==> config.mk <==
export PLATFORM = sky130hd
export DESIGN_NAME = ifid_skid_stage
export DESIGN_NICKNAME = d
export VERILOG_FILES = /design/src/rtl/ifid_skid_stage.sv
export SDC_FILE = /design/constraint.sdc
export NUM_CORES = 1
export LEC_CHECK = 0
export ABC_AREA = 1
export ABC_CLOCK_PERIOD_IN_PS = 1600
export BUFFER_PORTS_ARGS = -buffer_cell sky130_fd_sc_hd__buf_4
export CORE_AREA = 2 2 86 108
export DETAILED_ROUTE_END_ITERATION = 10
export DIE_AREA = 0 0 88 110
export HOLD_SLACK_MARGIN = 0.12
export PLACE_DENSITY = 0.87
export SLEW_MARGIN = 5
export SYNTH_ARGS = -nofsm -noshare
export SYNTH_HDL_FRONTEND = slang
export SYNTH_SLANG_ARGS = --single-unit
==> constraint.sdc <==
create_clock -name clk -period 1.6 [get_ports clk]
set_input_delay 0.32 -clock clk [delete_from_list [all_inputs] [get_ports clk]]
set_output_delay 0.32 -clock clk [all_outputs]
set_load 0.02 [all_outputs]
==> src/rtl/ifid_skid_stage.sv <==
// ifid_skid_stage: IF/ID stage with valid/ready handshake, one-entry skid buffer, flush and NOP fill
module ifid_skid_stage #(
  parameter int INSTR_W = 32,
  parameter int ADDR_W = 14,
  parameter logic [INSTR_W-1:0] NOP_INSTR = 32'h00000033,
  parameter bit NOP_ON_EMPTY = 1'b1
) (
  input  logic               clk,
  input  logic               rst_n,
  input  logic               flush_i,
  input  logic               in_valid,
  output logic               in_ready,
  input  logic [INSTR_W-1:0] instr_i,
  input  logic [ADDR_W-1:0]  addr_i,
  output logic               out_valid,
  input  logic               out_ready,
  output logic [INSTR_W-1:0] instr_o,
  output logic [ADDR_W-1:0]  addr_o,
  output logic [1:0]         occupancy
);
  logic               valid_m_q, valid_m_d, valid_s_q, valid_s_d, in_ready_q;
  logic [INSTR_W-1:0] instr_m_q, instr_m_d, instr_s_q, instr_s_d;
  logic [ADDR_W-1:0]  addr_m_q, addr_m_d, addr_s_q, addr_s_d;
  logic [1:0]         occ_q;
  logic               acc, pop;
  assign acc = in_valid & in_ready_q;
  assign pop = valid_m_q & out_ready;
  always_comb begin
    valid_m_d = valid_m_q;
    valid_s_d = valid_s_q;
    instr_m_d = instr_m_q;
    addr_m_d  = addr_m_q;
    instr_s_d = instr_s_q;
    addr_s_d  = addr_s_q;
    if (flush_i) begin
      valid_m_d = 1'b0;
      valid_s_d = 1'b0;
      instr_m_d = NOP_INSTR;
      addr_m_d  = '0;
    end else if (!valid_m_q || (!valid_s_q && pop)) begin
      valid_m_d = acc;
      instr_m_d = acc ? instr_i : instr_m_q;
      addr_m_d  = acc ? addr_i : addr_m_q;
    end else if (!valid_s_q) begin
      valid_s_d = acc;
      instr_s_d = acc ? instr_i : instr_s_q;
      addr_s_d  = acc ? addr_i : addr_s_q;
    end else if (pop) begin
      valid_s_d = 1'b0;
      instr_m_d = instr_s_q;
      addr_m_d  = addr_s_q;
    end
  end
  always_ff @(posedge clk) begin
    if (!rst_n) begin
      valid_m_q  <= 1'b0;
      valid_s_q  <= 1'b0;
      instr_m_q  <= NOP_INSTR;
      addr_m_q   <= '0;
      instr_s_q  <= NOP_INSTR;
      addr_s_q   <= '0;
      in_ready_q <= 1'b1;
      occ_q      <= 2'd0;
    end else begin
      valid_m_q  <= valid_m_d;
      valid_s_q  <= valid_s_d;
      instr_m_q  <= instr_m_d;
      addr_m_q   <= addr_m_d;
      instr_s_q  <= instr_s_d;
      addr_s_q   <= addr_s_d;
      in_ready_q <= !valid_s_d;
      occ_q      <= {1'b0, valid_m_d} + {1'b0, valid_s_d};
    end
  end
  assign in_ready  = in_ready_q;
  assign out_valid = valid_m_q;
  assign occupancy = occ_q;
  assign instr_o   = (NOP_ON_EMPTY && !valid_m_q) ? NOP_INSTR : instr_m_q;
  assign addr_o    = (NOP_ON_EMPTY && !valid_m_q) ? '0 : addr_m_q;
  a_skid_implies_main: assert property (@(posedge clk) disable iff (!rst_n) !(valid_s_q && !valid_m_q));
endmodule

==> Word-level counts from Yosys, hierarchy flattened <==
Index checks and enable logic that the tools add are counted.
{ "op_classes": {"reduce_logical": 10, "add_sub_neg": 1, "mux": 16, "n_eq_ne": 1, "div_mod_pow": 0, "order_cmp": 0, "shifts": 0, "bitwise": 6, "n_mul": 0} }
{ "ops": {"columns": ["op", "n"], "rows": [
  ["two-way mux 32 bit", 5],
  ["two-way mux 14 bit", 5],
  ["two-way mux 1 bit", 6],
  ["inverter 1 bit", 4],
  ["AND reduction 4 bit", 1],
  ["nonzero test 2 bit", 2],
  ["logical NOT 1 bit", 3],
  ["AND reduction 3 bit", 1],
  ["adder 1 x 1 -> 2 bit", 1],
  ["bitwise AND 1 bit", 2],
  ["inequality test 2 bit (second input constant)", 1],
  ["OR reduction 2 bit", 1],
  ["logical AND 1 bit", 1],
  ["logical OR 1 bit", 1]
]} }
{ "word_totals": {"romBits": 0, "output_inout_bits": 50, "latchBits": 0, "inputBits": 51, "ram_bits": 0, "memories": 0, "ff_bits": 97} }

==> Logic depth before layout (Yosys ltp) <==
{ "logic_depth": {"depth_word": 6, "depth_mapped": 10, "ltp_nobuf": 8} }

==> Least setup slack after synthesis <==
OpenSTA, ideal clock, no wires.
{ "synth_path": {"path_type": "reg2out", "from": "register valid_m_q (netlist: out_valid)", "to": "output port addr_o[0]", "slack_ps": -12, "path_stages_with_launch": 6, "path_buffers": 3, "t_arrival_ps": 1292, "path_cell_list": "dfxtp_1 > buf_4 > buf_2 > buf_1 > nand2_1 > inv_1"} }
{ "synth_between": {"elab_chain_cells": 1} }
{ "synth_lines": {"columns": ["item", "line", "source"], "rows": [
  ["from (decl)", "21", "logic valid_m_q, valid_m_d, valid_s_q, valid_s_d, in_ready_q;"],
  ["from (signal assigned)", "65", "valid_m_q <= valid_m_d;"],
  ["two-way mux 14 bit", "79", "assign addr_o = (NOP_ON_EMPTY && !valid_m_q) ? '0 : addr_m_q;"],
  ["to (decl)", "18", "output logic [ADDR_W-1:0] addr_o,"]
]} }
No other way between the ends.

==> Final worst setup path <==
{ "layout_path": {"from": "register valid_m_q (netlist: out_valid)", "to": "output port instr_o[25]"} }
{ "layout_between": {"elab_chain_cells": 1} }
{ "layout_lines": {"columns": ["item", "line", "source"], "rows": [
  ["two-way mux 32 bit", "78", "assign instr_o = (NOP_ON_EMPTY && !valid_m_q) ? NOP_INSTR : instr_m_q;"],
  ["to (decl)", "17", "output logic [INSTR_W-1:0] instr_o,"]
]} }
No other way between the ends.

==> reports/results.ini <==
[timing]
finalCritPeriodShare_pct=96.9
period_needed_ns=1.55
worstMarginPinSlew_ns=0.321
drv_slew=0
hold_ws_ns=0.196
fin_skew_ns=0.00730
relSlewSlack_pct=78.6
max_freq_mhz=645
tns_ns=0
hold_viol=0
rsz0062_at_grt=yes
setup_viol=0

[critical_path]
crit_path_end_kind=output pin
required_ns=1.28
startpoint_type=flop
critPathTopFamily=flip-flops
slowest_delay_ns=0.42
critPathArrivalTime_ns=1.23
critPathBufInv=3
critPathMaxFanout=22
path_cells=buf_12, nand2_1, inv_1, buf_4
cp_slowest_cell=dfxtp_4
worstSetupPathType=flop to output pin

[place]
io_buffers=100
hpwl_um=7630
gp_congestion=0.908
placed_cell_area_mm2=0.00540

[logic_synthesis]
synth_warnings=0
synth_area_per_cell_um2=6.46
synth-seq-cells=97
synth.most_common_cell=nand2_1
async_reset_ff_share_pct=0
synth-edff-count=0
post-synth-top-area-cell=dfxtp_1
syn_nets=755
yosys-top-cells-area=dfxtp_1 43%, nand2_1 16%, inv_1 10%
syn_inst=703
seq_area_frac_synth_pct=42.7
synthTopCellsByCount=189 x nand2_1, 121 x inv_1, 97 x dfxtp_1
synth_top_cell_area_share_pct=42.7
synth_area_mm2=0.00454
synthFlopType=dfxtp_1
ys_types=21

[global_routing]
antenna_found_initial=0
grt_max_degree=78
grt_util_all_layers_pct=22.9
grt.overflow.total=0
grt_pass1_wl_um=17500
grt_pass1_vias=4077

[floorplan]
die_w_um=88
die_y_um=110
initial_core_util_pct=52.8
num_io_pins=101
die-area_mm2=0.00968
num_rows=38
core_mm2=0.00861

[clocking]
holdBufCountCts=0
clk_latency_ns=0.35
ctsLongestPathBuffers=2
cts_tree=built
cts-root-buf=clkbuf_8
cts_made_buffers=9
cts_sinks=97
htree_levels=3
clkTransAtPathRegs_ns=0.09

[drt]
dr_total_vias=4398
viasPerCell=4.81
totalWireLength_um=10900
drcViolationCount=0
detail_route.first_pass.iterations=4
drt-wirelength-per-cell_um=11.9
initialDrtViolationCount=228
detail-route-antenna-nets=0

[power]
swShare_pct=24.6
ir_worst_vdd_mv=0.548
power_frac_clock_pct=36.1
total_power_mw=4.93
cellLeakagePower_nw=2.96
combPwrFrac_pct=12.7
power.density_mw_per_mm2=860
power.switching_mw=1.21
p_seq_share_pct=51.2
p_int_mw=3.72

[finish]
drive_gt1_share_pct=19.5
antenna_cells=0
syn2layout_area_growth_pct=26.2
design_area_mm2=0.00574
fin_util_pct=66.7
nNetsFinal=842

[status]
status=completed

[worst_hold_path]
hold_class=input port to flop

[job]
timing.max_cap.violations=0

[sequential cells by signal (all words and copies together), names as in the netlist]
signal     count
instr_m_q     32
valid_s_q      1
in_ready       1
instr_s_q     32
addr_m_q      14
occupancy      2
addr_s_q      14
out_valid      1
[layout make-up]
| type | instances | area (µm²) |
|---|---|---|
| inverters | 125 | 472 |
| fillers | 724 | 2870 |
| flip-flops and latches | 97 | 1950 |
| repair buffers | 118 | 1030 |
| well taps | 120 | 150 |
| clock buffers | 12 | 155 |
| clock inverters | 4 | 75.1 |
| multi-input cells | 439 | 1910 |
[layout by cell type, fill, tap and decap left out, types with 3 or more instances in the layout]
cell,netlist,layout
a21oi_1,48,48
buf_12,0,8
buf_4,8,99
buf_6,6,11
clkbuf_8,0,11
dfxtp_1,97,96
inv_1,121,117
inv_2,4,7
nand2_1,189,187
nand2_2,1,3
nand3_1,19,19
nor2_1,86,85
o21ai_0,77,77
o21ai_1,8,8
or2_4,0,4
[worst min-delay path: cells and delay by family]
family | cells | cell delay [ns]
buffers and inverters | 1 | 0.09
AOI/OAI and AO/OA | 2 | 0.11
[logic make-up after synthesis]
family	Yosys count	synth area share, %
compound gates	133	14.6
flops	97	42.7
simple gates	305	26.7
fa+ha+maj	1	0.275
buf+inv	167	15.7
[worst paths after layout]
path	cells after the start	to	startpoint	slack, ns
max	4	instr_o[25]	out_valid	0.05
min	3	instr_s_q[5]	instr_i[5]	0.20
max reg2reg	6	instr_m_q[28]	out_valid	0.10
min reg2reg	2	instr_s_q[21]	instr_s_q[21]	0.45
[power groups by stage]
stage	Clock, mW	Sequential (mW)	Combinational [mW]
4_1_cts	1.82	2.52	0.617
3_3_place_gp	0	2.58	0.585
2_1_floorplan	0	2.57	0.387
5_1_grt	1.92	2.53	0.708
3_5_place_dp	0	2.58	0.605
6_report	1.78	2.52	0.628
[layer usage]
| layer | routed length [µm] | GRT usage, % | part of all wire (%) |
|---|---|---|---|
| met4 | 346 | 13.4 | 3.2 |
| met2 | 5620 | 40.4 | 52 |
| met3 | 497 | 3.87 | 4.6 |
| met5 | 0 | 0 | 0 |
| met1 | 4420 | 25.7 | 41 |
[what timing repair did]
action / in CTS / in global routing
resized for setup: 3 / 22
setup endpoints to repair: 38 / 15
buffers inserted: 2 / 3
[stage by stage]
| step | setup WS (ns) | instances |
|---|---|---|
| 6_report | 0.0497 | 915 |
| 5_1_grt | -0.0195 | 915 |
| 4_1_cts | 0.00262 | 912 |
| 3_5_place_dp | 0.109 | 894 |
| 3_3_place_gp | 0.167 | 894 |
| 2_1_floorplan | 0.0384 | 703 |
Power figures use the tool's default switching activity.
